### config.mk
export PLATFORM = sky130hd
export DESIGN_NAME = keypad_scan_ctrl
export DESIGN_NICKNAME = d
export VERILOG_FILES = /design/src/rtl/keypad_pkg.sv /design/src/rtl/sync_2ff.sv /design/src/rtl/keypad_scan_ctrl.sv
export SDC_FILE = /design/constraint.sdc
export NUM_CORES = 1
export LEC_CHECK = 0
export BUFFER_PORTS_ARGS = -buffer_cell sky130_fd_sc_hd__buf_2
export CAP_MARGIN = 25
export CORE_MARGIN = 5
export CORE_UTILIZATION = 58
export DETAILED_ROUTE_END_ITERATION = 8
export PLACE_DENSITY_LB_ADDON = 0.25
export SYNTH_ARGS = -nofsm -noshare
export SYNTH_HDL_FRONTEND = slang
export SYNTH_SLANG_ARGS = --single-unit
### constraint.sdc
create_clock -name clk -period 3.15 [get_ports clk]
set_clock_uncertainty 0.1 [all_clocks]
set_input_delay 0.63 -clock clk [delete_from_list [all_inputs] [get_ports clk]]
set_output_delay 0.63 -clock clk [all_outputs]
set_load 0.02 [all_outputs]
### src/rtl/keypad_pkg.sv
// Shared types and helpers for the matrix-keypad scanner.
//   scan_state_t : scanner FSM state encoding
//   cnt_width()  : bit width needed to hold a counter value 0..max_val
package keypad_pkg;

    typedef enum logic [2:0] {
        SCAN     = 3'd0,
        DEBOUNCE = 3'd1,
        ACCEPT   = 3'd2,
        HOLD     = 3'd3,
        RELEASE  = 3'd4
    } scan_state_t;

    // Width for a counter that must reach max_val; never narrower than one bit.
    function automatic int unsigned cnt_width(input int unsigned max_val);
        return (max_val < 1) ? 1 : $clog2(max_val + 1);
    endfunction

endpackage

### src/rtl/sync_2ff.sv
// Two-flop synchroniser for asynchronous pin inputs.
//   clk   : destination clock
//   rst_n : asynchronous active-low reset, clears both stages
//   d_i   : asynchronous input bus
//   q_o   : synchronised output, two clk cycles behind d_i
module sync_2ff #(
    parameter int unsigned WIDTH = 1
) (
    input  logic             clk,
    input  logic             rst_n,
    input  logic [WIDTH-1:0] d_i,
    output logic [WIDTH-1:0] q_o
);

    logic [WIDTH-1:0] meta_q;
    logic [WIDTH-1:0] sync_q;

    always_ff @(posedge clk or negedge rst_n) begin
        if (!rst_n) begin
            meta_q <= '0;
            sync_q <= '0;
        end else begin
            meta_q <= d_i;
            sync_q <= meta_q;
        end
    end

    assign q_o = sync_q;

endmodule

### src/rtl/keypad_scan_ctrl.sv
// Matrix-keypad scanner: drives one-hot column strobes, debounces the
// synchronised row returns on press and release, and reports accepted keys.
//   clk       : system clock
//   reset     : asynchronous active-low reset
//   row_keys  : raw asynchronous row returns, active-high
//   col_keys  : one-hot column drive
//   key_valid : one-cycle strobe when key_index is (re)accepted
//   key_index : row*COLS + col of the last accepted key
//   key_held  : high while the accepted key is held down
//   history   : last DIGITS accepted keys, newest in [KW-1:0]
module keypad_scan_ctrl
    import keypad_pkg::*;
#(
    parameter  int unsigned ROWS            = 4,
    parameter  int unsigned COLS            = 4,
    parameter  int unsigned SCAN_CYCLES     = 4800,
    parameter  int unsigned DEBOUNCE_CYCLES = 960000,
    parameter  int unsigned REPEAT_CYCLES   = 0,
    parameter  int unsigned DIGITS          = 2,
    localparam int unsigned KW              = $clog2(ROWS * COLS)
) (
    input  logic                 clk,
    input  logic                 reset,
    input  logic [ROWS-1:0]      row_keys,
    output logic [COLS-1:0]      col_keys,
    output logic                 key_valid,
    output logic [KW-1:0]        key_index,
    output logic                 key_held,
    output logic [DIGITS*KW-1:0] history
);

    localparam int unsigned RW      = (ROWS > 1) ? $clog2(ROWS) : 1;
    localparam int unsigned CW      = $clog2(COLS);
    localparam int unsigned HW      = DIGITS * KW;
    localparam int unsigned CNT_MAX = ((SCAN_CYCLES - 1) > DEBOUNCE_CYCLES) ?
                                      (SCAN_CYCLES - 1) : DEBOUNCE_CYCLES;
    localparam int unsigned CNT_W   = cnt_width(CNT_MAX);
    localparam int unsigned RPT_W   = cnt_width(REPEAT_CYCLES);

    // Synchronised row returns; the raw pins are never used directly.
    logic [ROWS-1:0] rs;

    sync_2ff #(
        .WIDTH (ROWS)
    ) u_row_sync (
        .clk   (clk),
        .rst_n (reset),
        .d_i   (row_keys),
        .q_o   (rs)
    );

    scan_state_t      state_q,     state_d;
    logic [CNT_W-1:0] cnt_q,       cnt_d;
    logic [RPT_W-1:0] rpt_q,       rpt_d;
    logic [COLS-1:0]  col_keys_q,  col_keys_d;
    logic [CW-1:0]    col_idx_q,   col_idx_d;
    logic [RW-1:0]    row_cap_q,   row_cap_d;
    logic [CW-1:0]    col_cap_q,   col_cap_d;
    logic             key_valid_q, key_valid_d;
    logic [KW-1:0]    key_index_q, key_index_d;
    logic             key_held_q,  key_held_d;
    logic [HW-1:0]    history_q,   history_d;

    logic [RW-1:0]    low_row;
    logic             row_hit;
    logic [COLS-1:0]  col_keys_rot;
    logic [CW-1:0]    col_idx_nxt;
    logic [KW-1:0]    key_new;
    logic [HW-1:0]    hist_shift;
    logic             rpt_tick;

    // Lowest-index asserted row wins when several rows are returned together.
    always_comb begin
        low_row = '0;
        for (int r = int'(ROWS) - 1; r >= 0; r--) begin
            if (rs[r]) begin
                low_row = RW'(r);
            end
        end
    end

    // Captured row still asserted on the frozen column.
    assign row_hit = |(rs & (ROWS'(1) << row_cap_q));

    // Next column, wrapping COLS-1 back to column 0.
    assign col_keys_rot = {col_keys_q[COLS-2:0], col_keys_q[COLS-1]};
    assign col_idx_nxt  = (col_idx_q == CW'(COLS - 1)) ? '0 : col_idx_q + CW'(1);

    // Key code of the captured position and the history with it pushed in.
    assign key_new    = KW'(row_cap_q) * KW'(COLS) + KW'(col_cap_q);
    assign hist_shift = (history_q << KW) | HW'(key_new);

    // Repeat period elapses when the held-cycle counter reaches its last value.
    assign rpt_tick = (REPEAT_CYCLES != 0) && (rpt_q == RPT_W'(REPEAT_CYCLES - 1));

    // Next-state and registered-output logic.
    always_comb begin
        state_d     = state_q;
        cnt_d       = cnt_q;
        rpt_d       = rpt_q;
        col_keys_d  = col_keys_q;
        col_idx_d   = col_idx_q;
        row_cap_d   = row_cap_q;
        col_cap_d   = col_cap_q;
        key_valid_d = 1'b0;
        key_index_d = key_index_q;
        key_held_d  = key_held_q;
        history_d   = history_q;

        case (state_q)
            SCAN: begin
                // dwell >= 2 lets the synchroniser flush the previous column.
                if ((cnt_q >= CNT_W'(2)) && (rs != '0)) begin
                    row_cap_d = low_row;
                    col_cap_d = col_idx_q;
                    cnt_d     = '0;
                    state_d   = DEBOUNCE;
                end else if (cnt_q == CNT_W'(SCAN_CYCLES - 1)) begin
                    col_keys_d = col_keys_rot;
                    col_idx_d  = col_idx_nxt;
                    cnt_d      = '0;
                end else begin
                    cnt_d = cnt_q + CNT_W'(1);
                end
            end

            DEBOUNCE: begin
                if (!row_hit) begin
                    cnt_d   = '0;
                    state_d = SCAN;
                end else if (cnt_q == CNT_W'(DEBOUNCE_CYCLES - 1)) begin
                    // Outputs load on entry so the strobe is visible during ACCEPT.
                    cnt_d       = '0;
                    rpt_d       = '0;
                    key_valid_d = 1'b1;
                    key_index_d = key_new;
                    history_d   = hist_shift;
                    key_held_d  = 1'b1;
                    state_d     = ACCEPT;
                end else begin
                    cnt_d = cnt_q + CNT_W'(1);
                end
            end

            ACCEPT: begin
                state_d = HOLD;
                if (REPEAT_CYCLES != 0) begin
                    if (rpt_tick) begin
                        rpt_d       = '0;
                        key_valid_d = 1'b1;
                        history_d   = hist_shift;
                    end else begin
                        rpt_d = rpt_q + RPT_W'(1);
                    end
                end
            end

            HOLD: begin
                if (!row_hit) begin
                    cnt_d   = '0;
                    state_d = RELEASE;
                end else if (REPEAT_CYCLES != 0) begin
                    if (rpt_tick) begin
                        rpt_d       = '0;
                        key_valid_d = 1'b1;
                        history_d   = hist_shift;
                    end else begin
                        rpt_d = rpt_q + RPT_W'(1);
                    end
                end
            end

            RELEASE: begin
                if (row_hit) begin
                    // Release bounce: resume holding without a new strobe.
                    rpt_d   = '0;
                    state_d = HOLD;
                end else if (cnt_q == CNT_W'(DEBOUNCE_CYCLES - 1)) begin
                    key_held_d = 1'b0;
                    col_keys_d = col_keys_rot;
                    col_idx_d  = col_idx_nxt;
                    cnt_d      = '0;
                    state_d    = SCAN;
                end else begin
                    cnt_d = cnt_q + CNT_W'(1);
                end
            end

            default: begin
                cnt_d   = '0;
                state_d = SCAN;
            end
        endcase
    end

    // State and output registers.
    always_ff @(posedge clk or negedge reset) begin
        if (!reset) begin
            state_q     <= SCAN;
            cnt_q       <= '0;
            rpt_q       <= '0;
            col_keys_q  <= COLS'(1);
            col_idx_q   <= '0;
            row_cap_q   <= '0;
            col_cap_q   <= '0;
            key_valid_q <= 1'b0;
            key_index_q <= '0;
            key_held_q  <= 1'b0;
            history_q   <= '0;
        end else begin
            state_q     <= state_d;
            cnt_q       <= cnt_d;
            rpt_q       <= rpt_d;
            col_keys_q  <= col_keys_d;
            col_idx_q   <= col_idx_d;
            row_cap_q   <= row_cap_d;
            col_cap_q   <= col_cap_d;
            key_valid_q <= key_valid_d;
            key_index_q <= key_index_d;
            key_held_q  <= key_held_d;
            history_q   <= history_d;
        end
    end

    assign col_keys  = col_keys_q;
    assign key_valid = key_valid_q;
    assign key_index = key_index_q;
    assign key_held  = key_held_q;
    assign history   = history_q;

endmodule

==> run summary <==
Clock sinks: 51
Multi-input logic area: 1090 um2
Largest net degree at the start of global routing: 30
Fin nets: 252
RSZ-0062 raised after global routing: false
First-pass GRT wire length: 7.52 mm
Slew margin rel.: 64.9%
MaxCap Viol Count: 0
Asr flop ratio synth: 100%
Period utilization: 84.8%
Die height: 75.7 um
Number of port buffers: 23
Max VDD drop: 0.000389 V
Net switching power: 498 uW
DRC errors left: 0
Fin. Hold Viols: 0
Sw Ratio: 31.6%
Leading area contributor after synthesis: dfrtp_1
Post-CTS setup buffer count: 0
Num ports: 24
Most frequent cells in the layout: dfrtp_1, buf_2, mux2_2
Prevailing post-synth register cell: dfrtp_1
Period minus WS final: 2.67 ns
Worst Hold Class: input port to asynchronous set/reset pin
N_diodes: 0
Flops & latches, synth: 51
Vias in the first global route: 1,583
Commonest non-fill, non-tap cell in the layout: dfrtp_1
Setup tns final: 0 ns
Clock root buffer: clkbuf_8
Largest stage delay, worst path: 0.48 ns
Final std cells w/o fill: 294
Reg2reg start: cnt_q[1]
Clock share of power: 29.0%
Register-to-register setup slack: 0.48 ns
Share of the synthesized area in the top cell type: 50.0%
H-Tree Level Count: 2
Fillers: 320
Placed insts: 286
Post-synthesis area per instance: 11.2 um2
Clock Path Buffers: 2
Area Overhead vs Synth: 7.75%
Setup crit end kind: flop
Mapped Cells: 223
Resize count post-CTS: 0
P_int: 1080 uW
EDFF count, synth: 0
Sequential fraction of the synthesis area: 51.0%
Status: finished clean
Yosys warning count: 0
Hold_buf cts: 0
Post-DP HPWL: 3.20 mm
Total number of vias: 1,696
CTS tree: done
CTS clk-pin slew, worst paths: 0.09 ns
Syn nets: 232
Worst setup SP type: flop
Fmax: 374 MHz
Slowest-stage cell, CP: nor3_1
Initial Utilization: 61.3%
Least-Margin Pin Slew: 0.524 ns
WP data required: 3.24 ns
CP Cell Sequence: ha_1 -> nand3_1 -> or2_1 -> nor3_1 -> nand2_1 -> a21oi_4 -> mux2_2
WS Path Type: flop to flop
Grt ovf: 0
PD cells: 584 nW/um2
Flop pwr share: 47.2%
Depth of the worst register-to-register path: 7
Core area: 4090 um2
Antenna violations before repair: 0
Crit path arrival time: 2.77 ns
Post-synthesis cell area: 2500 um2
Static Leakage: 0.00129 uW
Skew-Pair Late Insertion Delay: 0.31 ns
Wire length per cell: 15.1 um
Finish-stage setup viols: 0
Share of cells above drive strength 1: 29.1%
Drt first-iter violations: 117
Die Footprint: 5730 um2
Tot GR Track Use: 17.6%
Worst R2R End: col_keys[3]
Clock buffer count from CTS: 5
Final wirelength: 4.45 mm
Combinational share of power: 23.8%
Reg area: 1280 um2
Placer Congestion: 0.884
Antenna viol nets, final: 0
Ranking of synthesized cells by area: dfrtp_1, mux2_2, xor2_1
Yosys cell types: 45
Crit Path Max Fanout: 6
# rows: 23
Post-DR vias/cell: 5.77
Die Wd: 75.7 um
Fin. max-slew vios: 0
Pre-antenna DRT Iters: 4
critical path: cells and delay by family, from the launching register on:
family / cells / cell delay (ns)
fa+ha+maj: 1 / 0.25
simple gates: 4 / 1.12
flops: 1 / 0.42
compound gates: 1 / 0.30
mux: 1 / 0.37
metrics by stage:
stage               setup WS [ns]  hold WS, ns  area, um2  power, uW  util, %
finish                      0.479        0.182       2700       1580     66.0
global route                0.332        0.213       2700       1650     66.0
CTS                         0.491        0.196       2700       1590     66.0
detailed placement          0.533        0.236       2590       1130     63.3
global placement            0.627        0.233       2590       1120     63.3
floorplan                   0.801        0.231       2500       1090        -
logic make-up (layout without fill, tap and decap cells):
logic type,after synthesis,in the layout,synth area share [%]
simple gates,88,88,19.9
flops,51,51,51.0
compound gates,30,30,8.85
buf+inv,20,41,5.60
mux,19,19,8.95
xor+xnor,12,12,4.20
fa+ha+maj,3,3,1.50
layer usage:
layer	GRT usage [%]	wire length [um]
met1	24.5	2210
met2	27.0	2020
met3	3.96	177
met4	6.41	48
met5	0	0
registers in the layout, summed over array words and instances (netlist names):
| register | flops |
|---|---|
| cnt_q | 20 |
| history | 5 |
| col_keys | 4 |
| u_row_sync.meta_q | 4 |
| u_row_sync.q_o | 4 |
| key_index | 3 |
| state_q | 3 |
| col_cap_q | 2 |
| col_idx_q | 2 |
| row_cap_q | 2 |
| key_held | 1 |
| key_valid | 1 |
how the worst max path moves through the flow:
| stage | start | to | slack (ns) | cells after the start |
|---|---|---|---|---|
| after floorplan | cnt_q[1] | cnt_q[14] | 0.80 | 9 |
| after global placement | cnt_q[1] | col_keys[1] | 0.63 | 7 |
| after detailed placement | cnt_q[1] | col_keys[3] | 0.53 | 7 |
| after CTS | cnt_q[1] | col_keys[3] | 0.49 | 7 |
| after global routing | cnt_q[1] | col_keys[3] | 0.33 | 7 |
| final | cnt_q[1] | col_keys[3] | 0.48 | 7 |
final cells by class:
cell class | instances | share of cell area (%)
clock buffers | 6 | 2.69
flip-flops and latches | 51 | 47.4
clock inverters | 2 | 1.44
multi-input cells | 152 | 40.3
well taps | 50 | 2.32
inverters | 8 | 1.11
repair buffers | 25 | 4.82
synthesized netlist by cell type, drive strengths merged, types with 2 or more instances:
cell type / instances
or2: 2
or3: 2
and2: 2
nor3: 10
mux2: 17
nand2: 12
nor2: 25
nand4: 8
and4: 3
ha: 3
o21ai: 11
xor2: 8
nor2b: 3
and3: 2
a21oi: 6
nand3: 11
inv: 8
a22o: 5
nor3b: 2
o31ai: 3
buf: 12
xnor2: 4
dfrtp: 50
nor4: 4
power groups by stage:
stage | combinational [uW] | sequential [uW] | clock [uW]
floorplan | 356 | 731 | 0
global placement | 366 | 753 | 0
detailed placement | 378 | 755 | 0
CTS | 379 | 743 | 464
global route | 411 | 750 | 491
finish | 375 | 744 | 457
Power figures use the tool's default switching activity.
